$ cat src/rtl/fir_input_arbiter.sv
// Round-robin arbiter sharing one FIR sample input between two valid/ready requesters,
// with an owner tag pipeline matching the FIR latency. Optional grant counters: FIR_ARB_STATS_EN.
module fir_input_arbiter #(
    parameter int DATA_W      = 8,
    parameter int SAMPLE_GAP  = 4,
    parameter int FIR_LATENCY = 3
) (
    input  logic              clk,
    input  logic              rst_n,
    input  logic              req1_valid,
    input  logic [DATA_W-1:0] req1_data,
    output logic              req1_ready,
    input  logic              req2_valid,
    input  logic [DATA_W-1:0] req2_data,
    output logic              req2_ready,
    output logic [DATA_W-1:0] fir_data,
    output logic              fir_pe_n,
    input  logic [DATA_W-1:0] fir_out_i,
    output logic              result_valid,
    output logic [DATA_W-1:0] result_data,
    output logic              result_owner
`ifdef FIR_ARB_STATS_EN
    ,
    output logic [15:0]       grant_cnt1,
    output logic [15:0]       grant_cnt2
`endif
);

    localparam int GAP_W = (SAMPLE_GAP > 1) ? $clog2(SAMPLE_GAP) : 1;
    localparam logic [GAP_W-1:0] GAP_RELOAD = GAP_W'(SAMPLE_GAP - 1);

    logic [GAP_W-1:0]       gap_cnt_reg;
    logic                   last_grant_reg;   // 0 = requester 1, 1 = requester 2
    logic [DATA_W-1:0]      fir_data_reg;
    logic                   fir_pe_n_reg;
    logic                   issue_owner_reg;
    logic [FIR_LATENCY-1:0] tag_valid_reg;
    logic [FIR_LATENCY-1:0] tag_owner_reg;
    logic [FIR_LATENCY-1:0] tag_valid_next;
    logic [FIR_LATENCY-1:0] tag_owner_next;
    logic                   result_valid_reg;
    logic [DATA_W-1:0]      result_data_reg;
    logic                   result_owner_reg;
    logic                   grant1;
    logic                   grant2;
    logic                   xfer_any;

    always_comb begin
        grant1 = 1'b0;
        grant2 = 1'b0;
        if (gap_cnt_reg == '0) begin
            // On contention the requester that did not win last time gets the slot
            if (req1_valid && req2_valid) begin
                if (last_grant_reg) begin
                    grant1 = 1'b1;
                end else begin
                    grant2 = 1'b1;
                end
            end else if (req1_valid) begin
                grant1 = 1'b1;
            end else if (req2_valid) begin
                grant2 = 1'b1;
            end
        end
    end

    assign req1_ready = grant1;
    assign req2_ready = grant2;
    assign xfer_any   = grant1 | grant2;

    always_ff @(posedge clk) begin
        if (!rst_n) begin
            gap_cnt_reg     <= '0;
            last_grant_reg  <= 1'b1;
            fir_data_reg    <= '0;
            fir_pe_n_reg    <= 1'b1;
            issue_owner_reg <= 1'b0;
        end else begin
            if (xfer_any) begin
                gap_cnt_reg     <= GAP_RELOAD;
                fir_data_reg    <= grant1 ? req1_data : req2_data;
                issue_owner_reg <= grant2;
                last_grant_reg  <= grant2;
            end else if (gap_cnt_reg != '0) begin
                gap_cnt_reg <= gap_cnt_reg - GAP_W'(1);
            end
            fir_pe_n_reg <= ~xfer_any;
        end
    end

    // Tag enters on the strobe cycle and reaches the last stage when fir_out_i is valid
    genvar gi;
    generate
        for (gi = 0; gi < FIR_LATENCY; gi++) begin : g_tag
            if (gi == 0) begin : g_head
                assign tag_valid_next[gi] = ~fir_pe_n_reg;
                assign tag_owner_next[gi] = issue_owner_reg;
            end else begin : g_body
                assign tag_valid_next[gi] = tag_valid_reg[gi-1];
                assign tag_owner_next[gi] = tag_owner_reg[gi-1];
            end
        end
    endgenerate

    always_ff @(posedge clk) begin
        if (!rst_n) begin
            tag_valid_reg    <= '0;
            tag_owner_reg    <= '0;
            result_valid_reg <= 1'b0;
            result_data_reg  <= '0;
            result_owner_reg <= 1'b0;
        end else begin
            tag_valid_reg    <= tag_valid_next;
            tag_owner_reg    <= tag_owner_next;
            result_valid_reg <= tag_valid_reg[FIR_LATENCY-1];
            if (tag_valid_reg[FIR_LATENCY-1]) begin
                result_data_reg  <= fir_out_i;
                result_owner_reg <= tag_owner_reg[FIR_LATENCY-1];
            end
        end
    end

    assign fir_data     = fir_data_reg;
    assign fir_pe_n     = fir_pe_n_reg;
    assign result_valid = result_valid_reg;
    assign result_data  = result_data_reg;
    assign result_owner = result_owner_reg;

`ifdef FIR_ARB_STATS_EN
    logic [15:0] grant_cnt1_reg;
    logic [15:0] grant_cnt2_reg;

    always_ff @(posedge clk) begin
        if (!rst_n) begin
            grant_cnt1_reg <= '0;
            grant_cnt2_reg <= '0;
        end else begin
            if (grant1 && (grant_cnt1_reg != 16'hFFFF)) begin
                grant_cnt1_reg <= grant_cnt1_reg + 16'd1;
            end
            if (grant2 && (grant_cnt2_reg != 16'hFFFF)) begin
                grant_cnt2_reg <= grant_cnt2_reg + 16'd1;
            end
        end
    end

    assign grant_cnt1 = grant_cnt1_reg;
    assign grant_cnt2 = grant_cnt2_reg;
`endif

endmodule

$ cat config.mk
export PLATFORM = sky130hd
export DESIGN_NAME = fir_input_arbiter
export DESIGN_NICKNAME = d
export VERILOG_FILES = /design/src/rtl/fir_input_arbiter.sv
export SDC_FILE = /design/constraint.sdc
export NUM_CORES = 1
export LEC_CHECK = 0
export BUFFER_PORTS_ARGS = -buffer_cell sky130_fd_sc_hd__buf_2
export CAP_MARGIN = 0
export CORE_ASPECT_RATIO = 0.7
export CORE_MARGIN = 2
export CORE_UTILIZATION = 50
export CTS_CLUSTER_SIZE = 25
export DETAILED_ROUTE_END_ITERATION = 8
export GPL_ROUTABILITY_DRIVEN = 0
export PLACE_DENSITY = 0.83
export REMOVE_ABC_BUFFERS = 1
export SLEW_MARGIN = 5
export SYNTH_ARGS = -nofsm -noshare
export SYNTH_HDL_FRONTEND = slang
export SYNTH_SLANG_ARGS = --single-unit
export TNS_END_PERCENT = 50
$ cat constraint.sdc
create_clock -name clk -period 2.74 [get_ports clk]
set_clock_uncertainty 0.15 [all_clocks]
set_input_delay 0.274 -clock clk [delete_from_list [all_inputs] [get_ports clk]]
set_output_delay 0.274 -clock clk [all_outputs]
set_load 0.01 [all_outputs]
==> impl_metrics.json <==
{
  "fin_nets": 191,
  "num_vias": 1001,
  "cts_htree_levels": 2,
  "area_delta_synth_final_pct": 24.1,
  "r2r-start": "gap_cnt_reg[0]$_SDFFE_PN0P_",
  "drv_slew": 0,
  "status": "complete, no violations",
  "synth_top_family_by_area": "simple AND/OR/NAND/NOR gates",
  "synth-compound-area-share_pct": 16.6,
  "die_w_um": 62.0,
  "coreArea_um2": 2190,
  "finalSetupViolCount": 0,
  "drt_first_pass_iters": 4,
  "antenna_found_initial": 0,
  "synthAdderAreaFrac_pct": 1.06,
  "period_needed_ns": 2.51,
  "relSlewSlack_pct": 50.3,
  "yosys.area_share.simple_pct": 20.2,
  "max_clock_freq_mhz": 398,
  "cts_tree": "built",
  "wl_per_cell_um": 14.0,
  "cts.path.max_buffers": 2,
  "layout_common_cells": "48 x buf_2, 29 x dfxtp_1, 11 x nor2b_1, 9 x o21ai_0, 9 x mux2i_1",
  "hp-start": "fir_out_i[0]",
  "cts.clk_slew.worst_paths_ns": 0.09,
  "synth-xor-area-share_pct": 0,
  "post_cts_buffers": 0,
  "cts_inserted_buffers": 5,
  "holdPathEnd": "result_data[0]$_SDFFE_PN0P_",
  "grt_overflow": 0,
  "grt_pass1_wl_um": 4310,
  "yosysSeqAreaShare_pct": 49.3,
  "r2r_end": "fir_data[4]$_SDFFE_PN0P_",
  "portBuffers": 48,
  "track_usage_pct": 22.7,
  "fillers": 174,
  "drc": 0,
  "drive_gt1_share_pct": 39.3,
  "utilization_pct": 66.8,
  "design.die.area_um2": 2770,
  "min_path_cells": 3,
  "pre_cts_ws_ns": 0.601,
  "worst_slack_ns": 0.226,
  "antenna_cells_inserted": 0,
  "synth.distinct_cells": 24,
  "final_common_cell": "buf_2",
  "grt_pass1_vias": 983,
  "via_per_inst": 5.13,
  "clock_sinks": 29,
  "cap_violations": 0,
  "ff2ff_path_depth": 5,
  "min_path_type": "in -> reg",
  "fin_crit_sh_pct": 91.7,
  "grt_max_degree": 29,
  "initial_core_util_pct": 53.8,
  "ys_warn_count": 0,
  "irDropWorstVdd_uv": 330,
  "cts_hold_buf": 0,
  "ios": 49,
  "r2r_setup_slack_ns": 0.70,
  "required_ns": 2.32,
  "clock_latency_ns": 0.31,
  "crit_type": "reg -> out",
  "dp_hpwl_um": 2000,
  "synthMuxAreaShare_pct": 7.64,
  "netlist_instances": 115,
  "synth_area_um2": 1180,
  "rows": 14,
  "critPathCaptureType": "output pin",
  "drt_iter0_drc": 21,
  "rsz0062_at_grt": "false",
  "post_cts_resize_count": 0,
  "start_kind": "flop",
  "ys_seq_elements": 29,
  "root_buffer": "clkbuf_4",
  "power_density_nw_per_um2": 628,
  "setup-tns-final_ns": 0,
  "fp.dieH_um": 44.6,
  "path_max_fanout": 15,
  "worst_slew_pin_slew_ns": 0.743,
  "postRouteAntennaNets": 0,
  "cp.arrival_ns": 2.09,
  "routed_wl_um": 2730,
  "hold_viol": 0,
  "leakagePower_nw": 0.626,
  "syn_area_per_cell_um2": 10.2
}
==> critical path: stages, from the launching register on <==
cell	delay [ns]
dfxtp_1	0.31
inv_1	0.08
ha_1	0.45
nand2_2	0.23
or2_1	0.47
inv_1	0.10
buf_2	0.13
==> power by group <==
group	internal [W]	switching (W)
Sequential	0.000457	0.0000167
Combinational	0.0000888	0.000116
Clock	0.0000976	0.000143
==> final cells by class <==
type	instances	area [um^2]	share of cell area, %
well taps	32	40.0	2.74
clock buffers	6	41.3	2.82
clock inverters	2	10.0	0.684
inverters	4	15.0	1.03
repair buffers	48	240	16.4
flip-flops and latches	29	581	39.7
multi-input cells	74	536	36.6
==> kinds of logic after synthesis <==
family / count (synthesis)
adder cells (fa/ha/maj): 1
flip-flops: 29
buffers and inverters: 12
AND/OR/NAND/NOR: 40
AO/OA/AOI/OAI: 24
multiplexers: 9
==> Yosys cell counts (all sizes together) <==
cell	number	share of area, %
a211oi	8	8.5
a21boi	1	0.64
a21oi	1	0.42
a311oi	1	0.74
a31oi	1	0.53
and2	6	3.2
buf	3	2.3
clkbuf	5	1.7
dfxtp	29	49
ha	1	1.1
inv	4	1.3
mux2i	9	7.6
nand2	4	1.5
nor2	2	0.64
nor2b	11	5.8
nor3	8	3.4
nor3b	8	5.1
o211ai	1	0.64
o21a	2	1.3
o21ai	9	3.8
or2	1	0.53
==> stage by stage <==
step                      std cells  instance area [um^2]  hold WS (ns)  total power [W]
final                           195                  1460        0.0689         0.000918
after global routing            195                  1460        0.0665         0.000973
after CTS                       195                  1460        0.0613         0.000924
after detailed placement        187                  1410         0.261         0.000685
after global placement          187                  1410         0.261         0.000672
after floorplan                 107                  1130         0.186         0.000606
==> worst max path at each step <==
stage | from | to | slack (ns) | depth (start not counted)
final | gap_cnt_reg[0]$_SDFFE_PN0P_ | req1_ready | 0.23 | 6
after global routing | gap_cnt_reg[0]$_SDFFE_PN0P_ | req1_ready | 0.06 | 6
after CTS | gap_cnt_reg[0]$_SDFFE_PN0P_ | req1_ready | 0.27 | 6
after detailed placement | gap_cnt_reg[0]$_SDFFE_PN0P_ | req1_ready | 0.60 | 6
after global placement | gap_cnt_reg[0]$_SDFFE_PN0P_ | req1_ready | 0.73 | 6
after floorplan | gap_cnt_reg[0]$_SDFFE_PN0P_ | req1_ready | 0.94 | 5
==> routing by layer <==
layer / share of wire (%) / up-vias / global-route usage (%)
met5: 0 / - / 0
met1: 42 / 472 / 27.1
li1: - / 495 / -
met2: 52 / 28 / 36.0
met3: 4.4 / 6 / 9.36
met4: 1.8 / 0 / 9.36
Note: power is estimated with default switching activity, not from simulation.
